### src/rtl/fnd_scan_ctrl.sv
`default_nettype none
// ============================================================================
//  Module      : fnd_scan_ctrl
//  Description : Multiplexed common-anode 7-segment display scanner with
//                frame-coherent snapshot, decimal points, blink, leading-zero
//                blanking, 8-level PWM brightness and optional hex glyphs.
//  Revision    : 1.0 - initial release
// ============================================================================
module fnd_scan_ctrl #(
  parameter int CLK_HZ     = 100_000_000,
  parameter int SCAN_HZ    = 1000,
  parameter int NUM_DIGITS = 4,
  parameter int BLINK_HZ   = 2,
  parameter int HEX_EN     = 0
) (
  input  logic                    clk,
  input  logic                    reset,
  input  logic [4*NUM_DIGITS-1:0] digits,
  input  logic [NUM_DIGITS-1:0]   dot_en,
  input  logic [NUM_DIGITS-1:0]   blink_mask,
  input  logic                    lz_blank,
  input  logic [2:0]              brightness,
  output logic [NUM_DIGITS-1:0]   fnd_com,
  output logic [7:0]              fnd_data,
  output logic                    frame_tick
);

  localparam int SCAN_DIV      = CLK_HZ / SCAN_HZ;
  localparam int SUB_DIV       = SCAN_DIV / 8;
  localparam int BLINK_DIV_RAW = CLK_HZ / (2 * BLINK_HZ);
  localparam int BLINK_DIV     = (BLINK_DIV_RAW < 2) ? 2 : BLINK_DIV_RAW;
  localparam int SLOT_W        = $clog2(SCAN_DIV);
  localparam int IDX_W         = $clog2(NUM_DIGITS);
  localparam int BLINK_W       = $clog2(BLINK_DIV);

  localparam logic [SLOT_W-1:0]  SLOT_LAST  = SLOT_W'(SCAN_DIV - 1);
  localparam logic [IDX_W-1:0]   IDX_LAST   = IDX_W'(NUM_DIGITS - 1);
  localparam logic [BLINK_W-1:0] BLINK_LAST = BLINK_W'(BLINK_DIV - 1);

  logic [SLOT_W-1:0]       slot_cnt;
  logic [IDX_W-1:0]        digit_idx;
  logic [BLINK_W-1:0]      blink_cnt;
  logic                    blink_phase;

  logic [4*NUM_DIGITS-1:0] snap_digits;
  logic [NUM_DIGITS-1:0]   snap_dot;
  logic [NUM_DIGITS-1:0]   snap_blink;
  logic                    snap_lz;
  logic [2:0]              snap_bright;

  logic [NUM_DIGITS-1:0]   lz_blanked;
  logic [2:0]              sub_phase;
  logic [3:0]              cur_code;
  logic                    cur_dot;
  logic                    cur_blink;
  logic                    cur_lzb;
  logic                    show_seg;
  logic                    show_dp;
  logic [NUM_DIGITS-1:0]   next_com;
  logic [7:0]              next_data;

  // Segment pattern for one digit code, active low {dp,g,f,e,d,c,b,a}; dp off.
  function automatic logic [7:0] glyph(input logic [3:0] code);
    logic [7:0] g;
    case (code)
      4'd0:    g = 8'hC0;
      4'd1:    g = 8'hF9;
      4'd2:    g = 8'hA4;
      4'd3:    g = 8'hB0;
      4'd4:    g = 8'h99;
      4'd5:    g = 8'h92;
      4'd6:    g = 8'h82;
      4'd7:    g = 8'hF8;
      4'd8:    g = 8'h80;
      4'd9:    g = 8'h90;
      4'd10:   g = (HEX_EN != 0) ? 8'h88 : 8'hFF;
      4'd11:   g = (HEX_EN != 0) ? 8'h83 : 8'hFF;
      4'd12:   g = (HEX_EN != 0) ? 8'hC6 : 8'hFF;
      4'd13:   g = (HEX_EN != 0) ? 8'hA1 : 8'hFF;
      4'd14:   g = (HEX_EN != 0) ? 8'h86 : 8'hFF;
      default: g = (HEX_EN != 0) ? 8'h8E : 8'hFF;
    endcase
    return g;
  endfunction

  // Slot / digit / blink timebase and the per-frame input snapshot.
  always_ff @(posedge clk) begin
    if (reset) begin
      slot_cnt    <= '0;
      digit_idx   <= '0;
      blink_cnt   <= '0;
      blink_phase <= 1'b0;
      snap_digits <= '0;
      snap_dot    <= '0;
      snap_blink  <= '0;
      snap_lz     <= 1'b0;
      snap_bright <= '0;
      frame_tick  <= 1'b0;
    end else begin
      frame_tick <= 1'b0;
      if (slot_cnt == SLOT_LAST) begin
        slot_cnt <= '0;
        if (digit_idx == IDX_LAST) begin
          digit_idx   <= '0;
          snap_digits <= digits;
          snap_dot    <= dot_en;
          snap_blink  <= blink_mask;
          snap_lz     <= lz_blank;
          snap_bright <= brightness;
          frame_tick  <= 1'b1;
        end else begin
          digit_idx <= digit_idx + 1'b1;
        end
      end else begin
        slot_cnt <= slot_cnt + 1'b1;
      end

      if (blink_cnt == BLINK_LAST) begin
        blink_cnt   <= '0;
        blink_phase <= ~blink_phase;
      end else begin
        blink_cnt <= blink_cnt + 1'b1;
      end
    end
  end

  // A digit is a leading zero when it and every digit to its left are zero;
  // the rightmost digit always stays visible so a plain "0" still shows.
  always_comb begin
    logic above_zero;
    above_zero = 1'b1;
    lz_blanked = '0;
    for (int i = NUM_DIGITS - 1; i >= 0; i--) begin
      above_zero    = above_zero && (snap_digits[4*i +: 4] == 4'd0);
      lz_blanked[i] = snap_lz && (i != 0) && above_zero;
    end
  end

  // Decode of the digit currently being scanned into next-cycle pin values.
  always_comb begin
    sub_phase = 3'(int'(slot_cnt) / SUB_DIV);
    cur_code  = 4'd0;
    cur_dot   = 1'b0;
    cur_blink = 1'b0;
    cur_lzb   = 1'b0;
    for (int i = 0; i < NUM_DIGITS; i++) begin
      if (IDX_W'(i) == digit_idx) begin
        cur_code  = snap_digits[4*i +: 4];
        cur_dot   = snap_dot[i];
        cur_blink = snap_blink[i];
        cur_lzb   = lz_blanked[i];
      end
    end

    // PWM gating and blink-off both fully darken the slot, dp included.
    show_seg = (sub_phase <= snap_bright) && !(cur_blink && blink_phase) && !cur_lzb;
    show_dp  = (sub_phase <= snap_bright) && !(cur_blink && blink_phase) && cur_dot;

    next_data = show_seg ? glyph(cur_code) : 8'hFF;
    if (show_dp) begin
      next_data[7] = 1'b0;
    end

    next_com = '1;
    for (int i = 0; i < NUM_DIGITS; i++) begin
      if ((IDX_W'(i) == digit_idx) && (show_seg || show_dp)) begin
        next_com[i] = 1'b0;
      end
    end
  end

  // Registered pin stage: common and segment lines change on the same edge.
  always_ff @(posedge clk) begin
    if (reset) begin
      fnd_com  <= '1;
      fnd_data <= 8'hFF;
    end else begin
      fnd_com  <= next_com;
      fnd_data <= next_data;
    end
  end

endmodule
`default_nettype wire

### config.mk
export PLATFORM = sky130hd
export DESIGN_NAME = fnd_scan_ctrl
export DESIGN_NICKNAME = d
export VERILOG_FILES = /design/src/rtl/fnd_scan_ctrl.sv
export SDC_FILE = /design/constraint.sdc
export NUM_CORES = 1
export LEC_CHECK = 0
export CAP_MARGIN = 20
export CORE_MARGIN = 5
export CORE_UTILIZATION = 59
export CTS_CLUSTER_SIZE = 16
export DETAILED_ROUTE_END_ITERATION = 6
export PLACE_DENSITY_LB_ADDON = 0.3
export SETUP_SLACK_MARGIN = 0.02
export SKIP_CTS_REPAIR_TIMING = 1
export SLEW_MARGIN = 5
export SYNTH_ARGS = -nofsm -noshare
export SYNTH_HDL_FRONTEND = slang
export SYNTH_SLANG_ARGS = --single-unit
### constraint.sdc
create_clock -name clk -period 6.1 [get_ports clk]
set_input_delay 0.915 -clock clk [delete_from_list [all_inputs] [get_ports clk]]
set_output_delay 0.915 -clock clk [all_outputs]
set_load 0.02 [all_outputs]
==> flow_summary.ini <==
[status]
outcome = finished, final reports clean

[worst_hold_path]
hp-start = snap_bright[1]$_SDFFE_PP0P_
min-delay-path-class = reg2reg

[global_routing]
grt_pass1_wl_um = 20300
grt-ovfl-total = 0
antenna_found_initial = 0
grt_use_total_pct = 23.7
grt_pass1_vias = 4565
grt_max_degree = 41

[logic_synthesis]
syn_area_per_cell_um2 = 7.75
synth_area_leaders = dfxtp_1 (34%), nand2_1 (7.7%), a21oi_1 (6.2%)
synth_edf_count = 0
syn_inst = 656
yosys.area.top_type = dfxtp_1
synth_ff_type = dfxtp_1
synth_top_area_share_pct = 33.8
async_flop_share_pct = 0
ys_warn_count = 0
synth_nets = 703
ys_ff_latch = 86
yosysSeqAreaShare_pct = 33.8
netlist-cell-type-count = 75
syn_area_um2 = 5090

[timing]
drv_slew = 0
fin_crit_sh_pct = 92.8
clock.fmax_mhz = 177
skew_ps = 7.34
slew_headroom_pct = 27.6
post-route-min-period_ps = 5660
tns_ps = 0
rsz0062_at_grt = false
hold_ws_ps = 461
setup_viol = 0
worst_pin_slew_ps = 1080
hold_violations = 0

[clock_network]
cts-root-buf = clkbuf_8
clk_pin_slew_worst_paths_ps = 90
ctsHtreeMaxLevel = 3
worstSkewPairLatency_ps = 350
cts_buffers = 9
clkSinkCount = 86
cts_buffer_depth = 2
cts_tree = done

[pwr]
vdd_drop_max_v = 0.000134
leakagePower_nw = 2.10
power_density_nw_per_um2 = 179

[worst_setup_path]
end_kind = register
crit_start = slot_cnt[6]$_SDFF_PP0_
required_ps = 6310
slowest_stage = dfxtp_2
crit_family = compound AO/OA/AOI/OAI gates
path_buf_inv = 2
crit_chain = inv_1 > ha_1 > o21a_1 > o21ai_1 > o21ai_1 > a21boi_2 > a21oi_1 > nor4_1 > o22ai_2 > nor4_1 > mux2i_1 > o211ai_1 > or4b_1 > a211oi_2 > ha_1 > inv_1 > a21o_1 > a21oi_1 > a31oi_1 > a21o_1 > a31o_2 > a211oi_2 > o21ai_0
crit_path_max_fanout = 16
rr_startpoint = slot_cnt[6]$_SDFF_PP0_
cp.arrival_ps = 5870
cpPeakStageDelay_ps = 490
setup.worst_path.start_class = register
crit_type = reg2reg

[final_layout]
layout-drive-gt1-share_pct = 6.33
fin_area_um2 = 5680
num_antenna_cells = 0
fin_util_pct = 68.5
finalNonFillerCells = 784
nets = 722
syn_to_final_growth_pct = 11.8

[drt]
via_per_inst = 5.95
firstDrtPassIters = 5
num_vias = 4666
wire_per_inst_um = 14.9
antenna_left = 0
totalWireLength_um = 11700
drc = 0
drt_iter0_drc = 231

[floorplanning]
die_height_um = 103
start_util_pct = 61.3
die_w_um = 103
row_count = 33
ios = 43
core_area_um2 = 8300
die_area_um2 = 10600

[placed_design]
dpl.cell_count = 769
port-buffer-count = 42
place_area_um2 = 5480
dpl.hpwl_um = 8560
place_congestion = 0.894

[job]
drv_cap = 0
## per-stage QoR
step	worst slack, ps	power (mW)
6_report	438	1.02
4_1_cts	248	1.03
2_1_floorplan	1010	0.606
3_3_place_gp	392	0.632
3_5_place_dp	270	0.633
5_1_grt	84.4	1.06
## synthesized netlist by cell type, types with 4 or more instances
master,count
buf_2,7
nand3_1,27
inv_1,19
a211oi_1,5
or2_2,4
dfxtp_1,86
a21o_1,6
xor2_1,25
and2_1,5
a21oi_1,63
nor4_1,8
o21ai_1,5
clkbuf_1,22
nor4b_1,4
a31oi_1,4
nand2_1,105
xnor2_1,19
o211ai_1,6
o21a_1,4
o21ai_0,23
mux2i_1,8
ha_1,17
nor2_1,75
nand4_1,6
and3_1,15
nor3_1,8
or3_1,5
## per-layer routing
| metal | wire [µm] | global-route usage [%] |
|---|---|---|
| met1 | 5220 | 29.5 |
| met2 | 5550 | 39.9 |
| met3 | 524 | 3.86 |
| met4 | 401 | 11.6 |
| met5 | 0 | 0 |
## where the power goes
group	total (mW)	switching [mW]	internal (mW)	leakage (nW)
logic	0.0488	0.0211	0.0276	1.32
clock network	0.399	0.209	0.190	0.0883
registers	0.572	0.00477	0.567	0.698
total	1.02	0.235	0.784	2.10
## final timing paths
| check | end | slack, ps | depth (start not counted) |
|---|---|---|---|
| worst max-delay path | fnd_data[1]$_SDFF_PP1_ | 440 | 23 |
| worst min-delay path | snap_bright[1]$_SDFFE_PP0P_ | 460 | 2 |
| worst max register to register | fnd_data[1]$_SDFF_PP1_ | 440 | 23 |
| worst min register to register | snap_bright[1]$_SDFFE_PP0P_ | 460 | 2 |
## state kept, by name (all words and copies together) (netlist names)
register     cells
frame_tick       1
slot_cnt        17
snap_lz          1
snap_blink       4
digit_idx        2
fnd_data         8
blink_cnt       25
snap_digits     16
fnd_com          4
blink_phase      1
snap_dot         4
snap_bright      3
## area by class of cell
cell class,instances,area (µm²)
clock inverters,6,70.1
fillers,647,2620
inverters,20,80.1
repair buffers,44,435
well taps,105,131
multi-input cells,514,3120
clock buffers,9,124
flip-flops and latches,86,1720
## worst reg2reg max path, delay by kind of cell, from the launching register on
family | cells | cell delay (ps)
AOI/OAI and AO/OA | 15 | 3040
and+or+nand+nor | 3 | 1280
DFF | 1 | 490
adders and majority gates | 2 | 440
buffers and inverters | 2 | 150
muxes | 1 | 140
## cells by family (layout without fill, tap and decap cells)
kind of cell / Yosys count / in the layout / synth area share [%]
AOI/OAI and AO/OA: 155 / 155 / 20.3
DFF: 86 / 86 / 33.8
xor gates and xnor gates: 44 / 44 / 7.58
adders and majority gates: 17 / 17 / 4.18
and+or+nand+nor: 290 / 290 / 27.6
muxes: 8 / 8 / 1.57
buffers and inverters: 56 / 79 / 4.92
## placed cells by master (no fill, tap or decap), types with 6 or more instances in the layout
cell             synthesis  layout
nand3_1                 27      27
nand2_1                105     105
mux2i_1                  8       8
clkdlybuf4s50_1          0      42
dfxtp_1                 86      84
nor3_1                   8       8
o21ai_0                 23      23
and3_1                  15      15
clkbuf_8                 0       9
xor2_1                  25      25
xnor2_1                 19      19
ha_1                    17      17
nor2_1                  75      75
nor4_1                   8       8
inv_1                   19      19
a21o_1                   6       6
a21oi_1                 63      63
o211ai_1                 6       6
nand4_1                  6       6
(Power assumes the default switching activity.)
